$ cat src/rtl/predictor_table_arbiter_if.sv
// ============================================================================
// Module  : predictor_table_arbiter_if
// Brief   : Fetch/execute/table bundle between the pipeline and the arbiter.
// Revision: 1.0 - initial release
// ============================================================================
`default_nettype none

interface predictor_table_arbiter_if;
    logic        lookup_req;
    logic [31:0] lookup_pc;
    logic        lookup_grant;
    logic        upd_valid;
    logic [31:0] upd_addr;
    logic        upd_result;
    logic        upd_prediction;
    logic        upd_ready;
    logic        flush_req;
    logic        drain_busy;
    logic        tbl_en;
    logic        tbl_we;
    logic [31:0] tbl_addr;
    logic        tbl_taken;
    logic        tbl_mispredict;
    logic        fwd_hit;
    logic        fwd_taken;

    modport master (
        output lookup_req, lookup_pc, upd_valid, upd_addr, upd_result,
               upd_prediction, flush_req,
        input  lookup_grant, upd_ready, drain_busy, tbl_en, tbl_we, tbl_addr,
               tbl_taken, tbl_mispredict, fwd_hit, fwd_taken
    );

    modport slave (
        input  lookup_req, lookup_pc, upd_valid, upd_addr, upd_result,
               upd_prediction, flush_req,
        output lookup_grant, upd_ready, drain_busy, tbl_en, tbl_we, tbl_addr,
               tbl_taken, tbl_mispredict, fwd_hit, fwd_taken
    );
endinterface

`default_nettype wire

$ cat src/rtl/predictor_table_arbiter.sv
// ============================================================================
// Module  : predictor_table_arbiter
// Brief   : Single-port predictor table arbiter with update FIFO, starvation
//           guard and flush drain. BPRED_ARB_FWD_EN enables lookup forwarding.
// Revision: 1.0 - initial release
// ============================================================================
`default_nettype none

module predictor_table_arbiter #(
    parameter int QDEPTH       = 4,
    parameter int STARVE_LIMIT = 3
) (
    input  logic                        clk,
    input  logic                        rst,
    predictor_table_arbiter_if.slave    bus
);

    localparam int PW = $clog2(QDEPTH);
    localparam int CW = PW + 1;
    localparam int SW = (STARVE_LIMIT < 1) ? 1 : $clog2(STARVE_LIMIT + 1);

    localparam logic [0:0] ST_NORMAL = 1'b0;
    localparam logic [0:0] ST_DRAIN  = 1'b1;

    logic [0:0]    r_state;
    logic [CW-1:0] r_count;
    logic [PW-1:0] r_rd_ptr;
    logic [PW-1:0] r_wr_ptr;
    logic [SW-1:0] r_starve;
    logic          r_post_rst;
    logic [31:0]   r_addr [QDEPTH];
    logic          r_res  [QDEPTH];
    logic          r_pred [QDEPTH];

    logic          w_blank;
    logic          w_has;
    logic          w_full;
    logic          w_space;
    logic          w_starved;
    logic          w_upd_issue;
    logic          w_lk_issue;
    logic          w_enq;
    logic [CW-1:0] w_count_next;
    logic [0:0]    w_state_next;

    // Outputs are held quiet during reset and for one cycle after it.
    assign w_blank   = rst | r_post_rst;
    assign w_has     = (r_count != '0);
    assign w_full    = (r_count == CW'(QDEPTH));
    assign w_space   = (r_count < CW'(QDEPTH));
    assign w_starved = (r_starve == SW'(STARVE_LIMIT));

    always_comb begin
        w_upd_issue = 1'b0;
        w_lk_issue  = 1'b0;
        if (!w_blank) begin
            if (r_state == ST_DRAIN) begin
                w_upd_issue = w_has;
            end else if (w_has && (!bus.lookup_req || w_full || w_starved)) begin
                w_upd_issue = 1'b1;
            end else if (bus.lookup_req) begin
                w_lk_issue = 1'b1;
            end
        end
    end

    assign w_enq        = bus.upd_valid && w_space && !rst;
    assign w_count_next = r_count + CW'(w_enq) - CW'(w_upd_issue);

    always_comb begin
        w_state_next = r_state;
        if (bus.flush_req) begin
            w_state_next = (w_count_next != '0) ? ST_DRAIN : ST_NORMAL;
        end else if (r_state == ST_DRAIN && w_count_next == '0) begin
            w_state_next = ST_NORMAL;
        end
    end

    always_ff @(posedge clk) begin
        if (rst) begin
            r_state    <= ST_NORMAL;
            r_count    <= '0;
            r_rd_ptr   <= '0;
            r_wr_ptr   <= '0;
            r_starve   <= '0;
            r_post_rst <= 1'b1;
        end else begin
            r_state    <= w_state_next;
            r_count    <= w_count_next;
            r_post_rst <= 1'b0;
            if (w_enq) begin
                r_wr_ptr <= r_wr_ptr + PW'(1);
            end
            if (w_upd_issue) begin
                r_rd_ptr <= r_rd_ptr + PW'(1);
            end
            if (w_upd_issue || !w_has) begin
                r_starve <= '0;
            end else if (w_lk_issue && !w_starved) begin
                r_starve <= r_starve + SW'(1);
            end
        end
    end

    // Entry storage needs no reset: validity is carried by count and pointers.
    always_ff @(posedge clk) begin
        if (w_enq) begin
            r_addr[r_wr_ptr] <= bus.upd_addr;
            r_res[r_wr_ptr]  <= bus.upd_result;
            r_pred[r_wr_ptr] <= bus.upd_prediction;
        end
    end

    assign bus.lookup_grant   = w_lk_issue;
    assign bus.tbl_en         = w_upd_issue | w_lk_issue;
    assign bus.tbl_we         = w_upd_issue;
    assign bus.tbl_addr       = w_upd_issue ? r_addr[r_rd_ptr] :
                                w_lk_issue  ? bus.lookup_pc    : 32'h0;
    assign bus.tbl_taken      = w_upd_issue & r_res[r_rd_ptr];
    assign bus.tbl_mispredict = w_upd_issue & (r_res[r_rd_ptr] ^ r_pred[r_rd_ptr]);
    assign bus.drain_busy     = !w_blank && (r_state == ST_DRAIN);
    assign bus.upd_ready      = rst | w_space;

`ifdef BPRED_ARB_FWD_EN
    logic          w_fwd_hit;
    logic          w_fwd_taken;
    logic [PW-1:0] w_fwd_idx;

    // Scan oldest to youngest so the last match left standing is the youngest.
    always_comb begin
        w_fwd_hit   = 1'b0;
        w_fwd_taken = 1'b0;
        w_fwd_idx   = '0;
        for (int i = 0; i < QDEPTH; i++) begin
            w_fwd_idx = r_rd_ptr + PW'(i);
            if ((CW'(i) < r_count) && (r_addr[w_fwd_idx] == bus.lookup_pc)) begin
                w_fwd_hit   = 1'b1;
                w_fwd_taken = r_res[w_fwd_idx];
            end
        end
    end

    assign bus.fwd_hit   = w_lk_issue & w_fwd_hit;
    assign bus.fwd_taken = w_lk_issue & w_fwd_taken;
`else
    assign bus.fwd_hit   = 1'b0;
    assign bus.fwd_taken = 1'b0;
`endif

endmodule

`default_nettype wire

$ cat src/flat_wrapper.sv
// flat-port wrapper written by rule: the top's interface ports become plain ports
module predictor_table_arbiter_flat 
#(
    parameter int QDEPTH       = 4,
    parameter int STARVE_LIMIT = 3
)
  (clk, rst, bus_lookup_req, bus_lookup_pc, bus_upd_valid, bus_upd_addr, bus_upd_result, bus_upd_prediction, bus_flush_req, bus_lookup_grant, bus_upd_ready, bus_drain_busy, bus_tbl_en, bus_tbl_we, bus_tbl_addr, bus_tbl_taken, bus_tbl_mispredict, bus_fwd_hit, bus_fwd_taken);
  predictor_table_arbiter_if bus_i ();
  input  logic clk;
  input  logic rst;
  input wire logic [$bits(bus_i.lookup_req)-1:0] bus_lookup_req;
  input wire logic [$bits(bus_i.lookup_pc)-1:0] bus_lookup_pc;
  input wire logic [$bits(bus_i.upd_valid)-1:0] bus_upd_valid;
  input wire logic [$bits(bus_i.upd_addr)-1:0] bus_upd_addr;
  input wire logic [$bits(bus_i.upd_result)-1:0] bus_upd_result;
  input wire logic [$bits(bus_i.upd_prediction)-1:0] bus_upd_prediction;
  input wire logic [$bits(bus_i.flush_req)-1:0] bus_flush_req;
  output wire logic [$bits(bus_i.lookup_grant)-1:0] bus_lookup_grant;
  output wire logic [$bits(bus_i.upd_ready)-1:0] bus_upd_ready;
  output wire logic [$bits(bus_i.drain_busy)-1:0] bus_drain_busy;
  output wire logic [$bits(bus_i.tbl_en)-1:0] bus_tbl_en;
  output wire logic [$bits(bus_i.tbl_we)-1:0] bus_tbl_we;
  output wire logic [$bits(bus_i.tbl_addr)-1:0] bus_tbl_addr;
  output wire logic [$bits(bus_i.tbl_taken)-1:0] bus_tbl_taken;
  output wire logic [$bits(bus_i.tbl_mispredict)-1:0] bus_tbl_mispredict;
  output wire logic [$bits(bus_i.fwd_hit)-1:0] bus_fwd_hit;
  output wire logic [$bits(bus_i.fwd_taken)-1:0] bus_fwd_taken;
  assign bus_i.lookup_req = bus_lookup_req;
  assign bus_i.lookup_pc = bus_lookup_pc;
  assign bus_i.upd_valid = bus_upd_valid;
  assign bus_i.upd_addr = bus_upd_addr;
  assign bus_i.upd_result = bus_upd_result;
  assign bus_i.upd_prediction = bus_upd_prediction;
  assign bus_i.flush_req = bus_flush_req;
  assign bus_lookup_grant = bus_i.lookup_grant;
  assign bus_upd_ready = bus_i.upd_ready;
  assign bus_drain_busy = bus_i.drain_busy;
  assign bus_tbl_en = bus_i.tbl_en;
  assign bus_tbl_we = bus_i.tbl_we;
  assign bus_tbl_addr = bus_i.tbl_addr;
  assign bus_tbl_taken = bus_i.tbl_taken;
  assign bus_tbl_mispredict = bus_i.tbl_mispredict;
  assign bus_fwd_hit = bus_i.fwd_hit;
  assign bus_fwd_taken = bus_i.fwd_taken;
  predictor_table_arbiter #(.QDEPTH(QDEPTH), .STARVE_LIMIT(STARVE_LIMIT)) u_core (.clk(clk), .rst(rst), .bus(bus_i));
endmodule
$ cat config.mk
export PLATFORM = sky130hd
export DESIGN_NAME = predictor_table_arbiter_flat
export DESIGN_NICKNAME = d
export VERILOG_FILES = /design/src/rtl/predictor_table_arbiter_if.sv /design/src/rtl/predictor_table_arbiter.sv /design/src/flat_wrapper.sv
export SDC_FILE = /design/constraint.sdc
export NUM_CORES = 1
export LEC_CHECK = 0
export CAP_MARGIN = 20
export CORE_UTILIZATION = 56
export DETAILED_ROUTE_END_ITERATION = 8
export DONT_BUFFER_PORTS = 1
export PLACE_DENSITY = 0.71
export SYNTH_ARGS = -nofsm -noshare
export SYNTH_HDL_FRONTEND = slang
export SYNTH_SLANG_ARGS = --single-unit
export TNS_END_PERCENT = 5
$ cat constraint.sdc
create_clock -name clk -period 5.4 [get_ports clk]
set_input_delay 0.54 -clock clk [delete_from_list [all_inputs] [get_ports clk]]
set_output_delay 0.54 -clock clk [all_outputs]
set_load 0.02 [all_outputs]
Word-level counts from Yosys, hierarchy flattened

Memory sizes are Yosys's and may differ from the RTL's. A register that Yosys moved wholly into a read port is not among the register bits.
Index checks and enable logic that the tools add are counted.

Add/sub/neg operators: 5
Order comparisons: 1
Equal/unequal tests: 2
Muxes and demuxes: 21
Bitwise operators: 6
Reduce and logical (&&, ||, !) cells: 19

Operator list:

| operator                                                      | count |
|---|---|
| 32-bit two-way mux                                            | 2 |
| 1-bit two-way mux                                             | 13 |
| 2-bit two-way mux                                             | 6 |
| 2-bit by 1-bit adder with 2-bit output, second input constant | 3 |
| 1-bit logical AND                                             | 6 |
| 3-bit nonzero test                                            | 2 |
| 1-bit zero test                                               | 5 |
| 3-bit by 1-bit adder with 3-bit output                        | 1 |
| 3-bit equality test, second input constant                    | 1 |
| 3-bit zero test                                               | 1 |
| 1-bit logical OR                                              | 3 |
| 3-bit < comparator, second input constant                     | 1 |
| 1-bit bitwise OR                                              | 3 |
| 3-bit by 1-bit subtractor with 3-bit output                   | 1 |
| 1-bit AND                                                     | 2 |
| 2-bit equality test, second input constant                    | 1 |
| 2-bit nonzero test                                            | 1 |
| 2-bit OR reduction                                            | 1 |
| 1-bit XOR                                                     | 1 |

Flip-flop bits (word level): 11
Memory bits (writable): 136
Input port bits: 71
Output and inout port bits: 41
Logic and storage cells: 63
Memories kept: 3

Memories:

| name          | depth | width | rd ports | clocked after Yosys merged registers in | wr ports | RTL line                      | text |
|---|---|---|---|---|---|---|---|
| u_core.r_addr | 4     | 32    | 1        | 1                                       | 1        | predictor_table_arbiter.sv:31 | `logic [31:0] r_addr [QDEPTH];` |
| u_core.r_pred | 4     | 1     | 1        | 1                                       | 1        | predictor_table_arbiter.sv:33 | `logic r_pred [QDEPTH];` |
| u_core.r_res  | 4     | 1     | 1        | 1                                       | 1        | predictor_table_arbiter.sv:32 | `logic r_res [QDEPTH];` |

Logic depth before layout (Yosys ltp)

Gate-level depths: netlist of the first run.

Word-level depth: 12
Mapped depth: 11

Least setup slack after synthesis of the first run

No wires, ideal clock.

Path type: input to register
Start: in bus_lookup_req
End: reg u_core.r_state
Setup time: 0.133 ns
Arrival time: 2.642 ns
Required time: 5.267 ns
Setup slack: 2.625 ns
Stages: 10
Cell sequence: nand2b_1 -> o311a_1 -> clkbuf_1 -> ha_1 -> inv_1 -> ha_1 -> fa_1 -> xnor2_1 -> xnor2_1 -> a211oi_1

Word-level cells in the longest chain between the ends: 11
Elaborated cells between the ends (all ways): 14

Ends and longest elaborated chain:

| item                                                    | RTL line                                                     | text |
|---|---|---|
| from (decl)                                             | flat_wrapper.sv:11                                           | `input wire logic [$bits(bus_i.lookup_req)-1:0] bus_lookup_req;` |
| 1-bit zero test (*)                                     | predictor_table_arbiter.sv:59                                | `end else if (w_has && (!bus.lookup_req \|\| w_full \|\| w_starved)) begin` |
| 1-bit logical OR (*) (2 in a row)                       | predictor_table_arbiter.sv:59                                |  |
| 1-bit logical AND (*)                                   | predictor_table_arbiter.sv:59                                |  |
| 1-bit two-way mux (*)                                   | predictor_table_arbiter.sv:59                                |  |
| 1-bit two-way mux (*)                                   | predictor_table_arbiter.sv:57                                | `if (r_state == ST_DRAIN) begin` |
| 1-bit two-way mux (*)                                   | predictor_table_arbiter.sv:56                                | `if (!w_blank) begin` |
| named net bus_tbl_we                                    | flat_wrapper.sv:22                                           | `output wire logic [$bits(bus_i.tbl_we)-1:0] bus_tbl_we;` |
| 3-bit by 1-bit subtractor with 3-bit output (*)         | predictor_table_arbiter.sv:68                                | `assign w_count_next = r_count + CW'(w_enq) - CW'(w_upd_issue);` |
| 3-bit nonzero test or 3-bit zero test (tied branches)   | predictor_table_arbiter.sv:73, predictor_table_arbiter.sv:74 |  |
| 1-bit two-way mux or 1-bit logical AND (tied branches)  | predictor_table_arbiter.sv:73, predictor_table_arbiter.sv:74 |  |
| 1-bit two-way mux or 2-bit nonzero test (tied branches) | -                                                            |  |
| to (signal assigned)                                    | predictor_table_arbiter.sv:88                                | `r_state <= w_state_next;` |
| to (decl)                                               | predictor_table_arbiter.sv:25                                | `logic [0:0] r_state;` |

Mark *: on every way through the listed nets, which the timed path passes. The rest lies on a longest branch.
A chain may end at the register's enable or synchronous reset.

==> metrics.md, run 1 <==
| Metric | Value |
|---|---|
| Yosys warns | 0 |
| Cell Pwr Density | 440 nW/um^2 |
| Cell row count | 37 |
| Worst slew pin tran | approximately 0.97 ns |
| Critical path peak fanout | 23 |
| Worst Clk Skew | 0.0103 ns |
| Fmax | 327 MHz |
| Setup Total Neg Slack | 0 ns |
| Critical Path Source Type | flip-flop |
| Reg2reg setup slack | 2.42 ns |
| GRT Util Overall | 19.4% |
| Worst-Skew Late Latency | 0.52 ns |
| Period Utilization, post-route | approximately 57% |
| Slew Viols, Final | 0 |
| Max clock buf depth | 2 |
| Final hold violation count | 0 |
| Root Buffer | clkbuf_8 |
| Post-DRT Antenna Nets | 0 |
| GR Overflow Total | 0 |
| I/O pins | 112 |
| Cell Area, Synth | 5990 sq um |
| Area grow syn2layout | 10.9% |
| IO Port Bufs | 0 |
| H-tree depth | 4 |
| Post-synth top area cell | edfxtp_1 |
| # diodes | 0 |
| Peak supply drop | 0.000219 V |
| Fill cells | 700 |
| WL/cell | 22.5 microns |
| Utilization after layout | 64.3% |
| Worst reg2reg path startpoint | u_core.r_count[2]$_SDFF_PP0_ |
| Tightest hold margin | 0.0540 ns |
| Critical Path AT | between 2 and 3 ns |
| Post-synth top area share | 68.2% |
| Worst Setup EP | bus_tbl_addr[0] |
| Register area share after synthesis | 72.5% |
| Initial antenna violation count | 0 |
| Ranking of synthesized cells by area | edfxtp_1 68%, mux4_2 13%, a22o_1 4.7% |
| Mapped Avg Cell Area | between 20 and 25 sq um |
| Unrepaired setup endpoints after global routing | false |
| DR iter-0 viols | ~120 |
| WP data required | 4.86 ns |
| Reg2reg end | u_core.r_state$_SDFFE_PP0P_ |
| Clock slew at reported path FFs | 0.06 ns |
| Die H | 105 microns |
| Slew margin rel. | 35.4% |
| Post-CTS Hold Fix Bufs | 0 |
| Setup Crit Path Kind | flip-flop to output pin |
| CTS Buf Count | 17 |
| Die width | approximately 110 microns |
| Number of synthesized flops with an enable pin | 136 |
| Vias/cell | 6.04 |
| Share of cells above drive strength 1 | 25.3% |
| Tmin final | around 3.1 ns |
| Clock Sinks | 149 |
| Crit. End Element | output pin |
| DPL Wire Length | 5760 microns |
| Vias post-DR | 2706 |
| Initial Util | 58.0% |
| Global-route wire length before repair | 15300 microns |
| Hold crit path type | primary input to flip-flop |
| DRT Wirelength | slightly above 10000 microns |
| Post-CTS setup buffers | 0 |
| Max cap viols | 0 |
| Core Area | 10300 sq um |
| DRC | 0 |
| Min-delay src | rst |
| Yosys cell types | 31 |
| Mapped Cells | 295 |
| Async set or reset register ratio after synthesis | 0% |
| Final nets | 378 |
| Reg2reg path depth | 9 |
| Flops & latches, synth | 149 |
| Post-CTS Resized | 0 |
| DR pass1 iterations | 4 |
| Synth Flop Type | edfxtp_1 |
| GPL Wtd Cong | 0.703 |
| Commonest non-fill, non-tap cell in the layout | edfxtp_1 |
| Die Area | 11100 sq um |
| Largest net degree at the start of global routing | 40 |
| P_leak | 2.13 nW |
| Number of global-route vias before repair | 2778 |
| # setup viols final | 0 |
| CTS tree | built |
| Status | finished clean |
| Most frequent cells in the layout | 136 x edfxtp_1, 34 x mux4_2, 32 x a22o_1 |
==> kinds of logic (layout without fill, tap and decap cells) <==
logic type / Yosys count / count (layout) / synth area share [%]
DFF: 149 / 149 / 72.5
AOI/OAI and AO/OA: 38 / 38 / 5.93
muxes: 37 / 37 / 13.3
and+or+nand+nor: 31 / 31 / 2.84
buffers and inverters: 25 / 41 / 2.65
adders and majority gates: 8 / 8 / 1.80
xor gates and xnor gates: 6 / 6 / 0.878
other: 1 / 2 / 0.0626
==> worst max-delay path: stages, from the launching register on <==
cell     delay [ns]
dfxtp_2        0.61
buf_4          0.50
mux4_2         0.60
a22o_1         0.28
==> layout make-up <==
type	instances	area, sq um	share of cell area [%]
inverter	6	22.5	0.339
multi-input combinational	122	1500	22.5
clock buffer	17	414	6.23
tap	136	170	2.56
timing repair buffer	3	26.3	0.396
clock inverter	15	168	2.52
sequential	149	4350	65.4
==> worst min-delay path by stage <==
stage,slack [ns],to,cells past startpoint
6_report,0.05,u_core.r_post_rst$_DFF_P_,0
5_1_grt,0.03,u_core.r_post_rst$_DFF_P_,0
4_1_cts,0.03,u_core.r_post_rst$_DFF_P_,0
3_5_place_dp,0.45,flip-flop,1
3_3_place_gp,0.45,u_core.r_rd_ptr[1]$_SDFFE_PP0P_,1
2_1_floorplan,0.43,flip-flop,1
==> power breakdown <==
group	total [mW]	switching, mW	internal (mW)
Clock	1.14	0.471	0.669
Sequential	1.37	0.0437	1.33
Combinational	0.411	0.234	0.178
==> cells in the mapped netlist (2+ instances only) <==
master    instances
edfxtp_1        136
mux4_2           34
a22o_1           32
dfxtp_1          13
nor2_1            9
and2_1            7
buf_6             7
ha_1              7
clkbuf_1          6
inv_1             6
xnor2_1           5
buf_2             4
mux2i_1           3
nand2_1           3
nand2b_1          3
nor2b_1           3
buf_4             2
or3_1             2
==> registers in the layout, summed over array words and instances, names as in the netlist, named ones only <==
signal             count
u_core.r_state         1
u_core.r_post_rst      1
u_core.r_count         3
u_core.r_pred          4
u_core.r_rd_ptr        2
u_core.r_res           4
u_core.r_addr        128
u_core.r_starve        2
u_core.r_wr_ptr        2
==> stage by stage <==
stage | setup WS [ns] | std cells | instance area, sq um | power [mW]
global route | 2.14 | 448 | 6640 | 3.03
CTS | 2.24 | 448 | 6640 | 2.95
floorplan | 2.62 | 296 | 5990 | 1.76
global placement | 2.31 | 415 | 6050 | 1.80
finish | 2.34 | 448 | 6640 | 2.92
detailed placement | 2.31 | 416 | 6060 | 1.81
==> routing by layer <==
layer	part of all wire, %	vias to the layer above	track usage, %	wire length, microns
met4	0.92	0	6.94	93
met3	6.1	8	6.18	616
met5	0	-	0	0
met1	43	1401	24.7	4290
met2	50	83	31.5	5080
li1	-	1214	-	-
Power figures use the tool's default switching activity.
==> run 2, diff against run 1 <==
Settings changed: ABC_AREA from default to 1.
Clock period 5.4 ns to 3 ns, I/O delays scaled along.
==> metrics.md, run 2 <==
| Metric | Value |
|---|---|
| Critical-path cell list | dlygate4sd3_1, inv_2, nand2_4, a21oi_2, nand2_2, inv_4, buf_4, nand2_1, nor2_1, buf_4 |
| Global-route wire length before repair | between 15000 and 20000 microns |
| Synth Flop Type | edfxtp_1 |
| Tmin final | 2.70 ns |
| Setup Total Neg Slack | 0 ns |
| Die width | 107 microns |
| Biggest regs | u_core.r_addr: 128 flops, u_core.r_pred: 4 flops, u_core.r_res: 4 flops |
| Hold crit path type | primary input to flip-flop |
| Reg2reg path depth | 13 |
| CTS tree | built |
| DR iter-0 viols | 276 |
| # diodes | 0 |
| GRT Util Overall | 22.8% |
| Ranking of synthesized cells by area | edfxtp_1 66%, nand2_1 7.3%, o21ai_0 5.4% |
| Worst reg2reg path startpoint | u_core.r_starve[0]$_SDFFE_PP0P_ |
| Commonest cells post-synth | 136 x edfxtp_1, 121 x nand2_1, 85 x nor2_1 |
| Post-CTS Resized | 0 |
| Worst Hold End | u_core.r_state$_SDFFE_PP0P_ |
| Slew margin rel. | 54.9% |
| WP data required | 2.70 ns |
| CP delay by family, top | buffers and inverters |
| Cell Area, Synth | between 6000 and 7000 sq um |
| Post-synth top area cell | edfxtp_1 |
| Max clock buf depth | 2 |
| Critical Path Source Type | primary input |
| Utilization after layout | roughly 67% |
| DPL Wire Length | 7120 microns |
| Worst-Skew Late Latency | 0.52 ns |
| DR pass1 iterations | 4 |
| DRT Wirelength | 12500 microns |
| Setup Crit Path Kind | primary input to output pin |
| Reg2reg setup slack | 0.61 ns |
| Buf/Inv on CP | 5 |
| Initial antenna violation count | 0 |
| Initial Util | 57.5% |
| Clock Sinks | 149 |
| Unrepaired setup endpoints after global routing | false |
| Reg2reg end | u_core.r_state$_SDFFE_PP0P_ |
| Number of global-route vias before repair | 3825 |
| Fill cells | 797 |
| Number of synthesized flops with an enable pin | 136 |
| Final hold violation count | 0 |
| Slowest cell delay on critical path | 0.67 ns |
| IO Port Bufs | 0 |
| Reg with most FFs | u_core.r_addr |
| Area grow syn2layout | 17.4% |
| Cell Pwr Density | 742 nW/um^2 |
| Clock slew at reported path FFs | 0.06 ns |
| Vias post-DR | 4066 |
| Register area share after synthesis | 69.7% |
| Share of cells above drive strength 1 | 9.80% |
| Cell row count | 38 |
| GPL Wtd Cong | 0.786 |
| Slew Viols, Final | 0 |
| Most frequent cells in the layout | 136 x edfxtp_1, 121 x nand2_1, 81 x nor2_1 |
| Fmax | 370 MHz |
| I/O pins | 112 |
| Die H | approximately 110 microns |
| Flops & latches, synth | around 150 |
| Peak supply drop | 0.000368 V |
| Critical path startpoint | rst |
| Worst Clk Skew | 0.0138 ns |
| GR Overflow Total | 0 |
| CTS Buf Count | 17 |
| Min-delay src | bus_flush_req |
| Cell mode on critical path | buf_4 |
| Period Utilization, post-route | roughly 90% |
| H-tree depth | 4 |
| Worst slew pin tran | 0.676 ns |
| Vias/cell | roughly 5.5 |
| Max reg flops | approximately 130 |
| Crit. End Element | output pin |
| Die Area | 11500 sq um |
| Mapped Cells | 551 |
| Max cap viols | 0 |
| Status | finished clean |
| Largest net degree at the start of global routing | 70 |
| WL/cell | 16.9 microns |
| # setup viols final | 0 |
| Core Area | 10800 sq um |
| Commonest non-fill, non-tap cell in the layout | edfxtp_1 |
| P_leak | 2.72 nW |
| Worst Hold Depth | 4 |
| Yosys warns | 0 |
| Async set or reset register ratio after synthesis | 0% |
| Root Buffer | clkbuf_8 |
| Post-DRT Antenna Nets | 0 |
| Critical path peak fanout | 37 |
| Yosys cell types | 27 |
| Most common cell in the netlist | edfxtp_1 |
| Mapped Avg Cell Area | roughly 11 sq um |
| Final nets | 668 |
| Slowest CP cell | dlygate4sd3_1 |
| Critical Path AT | 2.40 ns |
| Post-synth top area share | 65.6% |
| DRC | 0 |
-- run 2: what timing repair did --
item | 4_1_cts | 5_1_grt
endpoints found under the hold margin | 145 | 0
setup buffers | 0 | 0
hold buffers | 35 | 0
-- run 2: how the worst max path moves through the flow --
stage | end | slack (ns) | depth (start not counted)
finish | bus_tbl_mispredict | 0.30 | 10
global route | bus_tbl_mispredict | 0.15 | 10
CTS | bus_tbl_mispredict | 0.27 | 10
detailed placement | u_core.r_state$_SDFFE_PP0P_ | 0.61 | 13
global placement | u_core.r_state$_SDFFE_PP0P_ | 0.69 | 13
floorplan | u_core.r_addr[0][0]$_DFFE_PP_ | 0.47 | 3
-- run 2: per-layer routing --
metal / GRT usage, % / part of all wire (%) / vias up
li1: - / - / 1976
met1: 28.2 / 42 / 1931
met2: 38.6 / 51 / 143
met3: 6.17 / 5.6 / 16
met4: 7.93 / 1.4 / 0
met5: 0 / 0 / -
-- run 2: layout make-up --
type | instances | area, sq um | share of cell area (%)
Sequential cell | 149 | 4350 | 59.4
Multi-Input combinational cell | 344 | 1640 | 22.4
Timing Repair Buffer | 47 | 453 | 6.20
Clock buffer | 20 | 425 | 5.82
Tap cell | 140 | 175 | 2.40
Clock inverter | 12 | 160 | 2.19
Inverter | 30 | 115 | 1.57
-- run 2: stage by stage --
step | power (mW) | setup WS (ns) | hold WS, ns | instance area, sq um | std cells
3_5_place_dp | 3.32 | 0.607 | 0.328 | 6370 | 675
3_3_place_gp | 3.30 | 0.689 | 0.329 | 6370 | 675
2_1_floorplan | 3.16 | 0.475 | 0.328 | 6230 | 552
5_1_grt | 5.66 | 0.154 | 0.0157 | 7310 | 742
4_1_cts | 5.46 | 0.275 | 0.00251 | 7310 | 742
6_report | 5.42 | 0.301 | 0.0216 | 7310 | 742
-- run 2: power breakdown --
| group | total [mW] | switching [mW] | internal (mW) |
|---|---|---|---|
| Sequential | 2.41 | 0.0328 | 2.38 |
| Clock | 2.09 | 0.754 | 1.33 |
| Combinational | 0.928 | 0.670 | 0.258 |
-- run 2: cell families after synthesis --
group                      count (synthesis)  synth area share, %
DFF                                      149                 69.7
other                                      1               0.0602
xor gates and xnor gates                   2                0.281
AOI/OAI and AO/OA                        105                 9.14
buffers and inverters                     59                 4.54
adders and majority gates                  8                 1.73
and+or+nand+nor                          227                 14.5
-- run 2: worst register-to-register path: cells and delay by family, from the launching register on --
| kind | cells | cell delay [ns] |
|---|---|---|
| adders and majority gates | 4 | 1.10 |
| and+or+nand+nor | 5 | 0.56 |
| DFF | 1 | 0.33 |
| xor gates and xnor gates | 1 | 0.21 |
| buffers and inverters | 3 | 0.11 |
==> run 3, diff against run 2 <==
Settings changed: CORE_ASPECT_RATIO from default to 1.75, HOLD_SLACK_MARGIN from default to 0.12.
==> metrics.md, run 3 (same netlist as run 2, synthesis figures left out) <==
| Metric | Value |
|---|---|
| Status | finished clean |
| Worst Clk Skew | 0.00665 ns |
| Final nets | 672 |
| DPL Wire Length | 7750 microns |
| Number of global-route vias before repair | around 4100 |
| Period Utilization, post-route | about 89% |
| Area of the multi-input gates | 1640 sq um |
| Post-DRT Antenna Nets | 0 |
| Tmin final | approximately 2.7 ns |
| # diodes | 0 |
| Post-CTS Resized | 0 |
| Critical Path Source Type | primary input |
| Global-route wire length before repair | 19800 microns |
| Largest net degree at the start of global routing | 40 |
| Share of cells above drive strength 1 | about 11% |
| Post-CTS Hold Fix Bufs | 36 |
| Cell Pwr Density | roughly 740 nW/um^2 |
| Initial Util | 57.9% |
| Unrepaired setup endpoints after global routing | false |
| Grt peak-use layer | met2 |
| Initial antenna violation count | 0 |
| WP data required | 2.70 ns |
| Post-CTS setup buffers | 0 |
| Commonest non-fill, non-tap cell in the layout | edfxtp_1 |
| Fill cells | 793 |
| Vias post-DR | 4114 |
| Slew Viols, Final | 0 |
| CTS tree | built |
| Cell mode on critical path | nand2_1 |
| Die Area | 11600 sq um |
| CP delay by family, top | buffers and inverters |
| Core Area | 10800 sq um |
| DRC | 0 |
| Met2 usage | around two fifths |
| Max reg flops | 128 |
| Clock slew at reported path FFs | roughly 0.06 ns |
| Setup Total Neg Slack | 0 ns |
| DR pass1 iterations | 4 |
| Setup Crit Path Kind | primary input to output pin |
| DP Worst Slack | 0.655 ns |
| H-tree depth | 4 |
| Slowest cell delay on critical path | ~0.67 ns |
| I/O pins | 112 |
| PnR worst setup slack | 0.322 ns |
| Vias/cell | approximately 5.6 |
| # setup viols final | 0 |
| P_leak | 2.74 nW |
| Fmax | roughly 370 MHz |
| Biggest regs | u_core.r_addr: 128 flops, u_core.r_pred: 4 flops, u_core.r_res: 4 flops |
| DRT Wirelength | 12800 microns |
| Crit. End Element | output pin |
| Peak supply drop | about 0.00066 V |
| Worst-Skew Late Latency | ~0.42 ns |
| Critical-path cell list | dlygate4sd3_1, inv_2, nand2_4, a21oi_2, nand2_2, inv_4, buf_4, nand2_1, nand2_1 |
| Final hold violation count | 0 |
| Slowest CP cell | dlygate4sd3_1 |
| Critical Path AT | 2.38 ns |
| Clock Sinks | 149 |
| WL/cell | 17.4 microns |
| GR Overflow Total | 0 |
| IO Port Bufs | 0 |
| Max clock buf depth | 2 |
| Max cap viols | 0 |
| Register area | approximately 4300 sq um |
| M3 GR Usage | 6.82% |
| Die H | ~140 microns |
| Slew margin rel. | slightly above 60% |
| Cell row count | 50 |
| Area grow syn2layout | 17.7% |
| Root Buffer | clkbuf_16 |
| GPL Wtd Cong | 0.746 |
| Most frequent cells in the layout | 136 x edfxtp_1, 121 x nand2_1, 81 x nor2_1 |
| Reg with most FFs | u_core.r_addr |
| CTS Buf Count | 17 |
| DR iter-0 viols | around 270 |
| Hold crit path type | primary input to flip-flop |
| Die width | approximately 80 microns |
| GRT Util Overall | about a quarter |
| Critical path peak fanout | 37 |
| Worst slew pin tran | 0.587 ns |
| Buf/Inv on CP | 4 |
| Met1 Resource Use GR | a little over a quarter |
[run 3: cell types whose count changed in the layout (fill, tap and decap cells not counted)]
cell	previous run	this run
buf_4	11	14
bufinv_16	4	2
clkbuf_1	3	1
clkbuf_16	16	17
clkbuf_8	1	0
clkinv_1	4	1
clkinv_2	2	1
clkinv_4	0	5
clkinvlp_4	2	3
dlygate4sd3_1	35	36
inv_6	0	1
inv_8	0	1
[run 3: through the flow]
stage          instance area (sq um)  hold slack, ns  total power [mW]  instances  utilization [%]
6_report                        7330           0.241              5.40        736             68.1
3_3_place_gp                    6380           0.328              3.30        668             59.3
2_1_floorplan                   6230           0.328              3.16        552                -
5_1_grt                         7330           0.251              5.63        736             68.1
4_1_cts                         7330           0.226              5.42        736             68.1
3_5_place_dp                    6380           0.328              3.34        668             59.3
[run 3: routing by layer]
metal	wire length (microns)	up-vias
li1	-	1983
met1	4920	1976
met2	6990	139
met3	730	16
met4	182	0
met5	0	-
[run 3: final timing paths]
path | start | to | slack [ns] | cells after the start
setup / recovery | rst | bus_tbl_addr[22] | 0.32 | 9
hold reg to reg | u_core.r_rd_ptr[1]$_SDFFE_PP0P_ | u_core.r_rd_ptr[1]$_SDFFE_PP0P_ | 0.51 | 2
hold / removal | bus_lookup_req | u_core.r_starve[0]$_SDFFE_PP0P_ | 0.24 | 5
setup reg to reg | u_core.r_starve[0]$_SDFFE_PP0P_ | u_core.r_state$_SDFFE_PP0P_ | 0.64 | 13
[run 3: power by group]
| part | switching (mW) | internal [mW] |
|---|---|---|
| Clock | 0.824 | 1.23 |
| Sequential | 0.0359 | 2.37 |
| Combinational | 0.667 | 0.262 |
[run 3: final cells by class]
| type | instances | share of cell area [%] |
|---|---|---|
| tap | 130 | 2.22 |
| sequential | 149 | 59.3 |
| clock buffer | 18 | 5.86 |
| timing repair buffer | 51 | 6.62 |
| inverter | 30 | 1.57 |
| multi-input combinational | 344 | 22.3 |
| clock inverter | 14 | 2.12 |
[run 3: worst reg2reg max path, stage by stage, from the launching register on]
cell	delay, ns
dfxtp_1	0.33
ha_1	0.21
nor2_1	0.13
nand3_1	0.14
nand2_2	0.14
inv_4	0.04
ha_1	0.26
inv_1	0.04
ha_1	0.20
fa_1	0.40
xnor2_1	0.20
nand2_1	0.07
nand2_1	0.06
inv_1	0.03
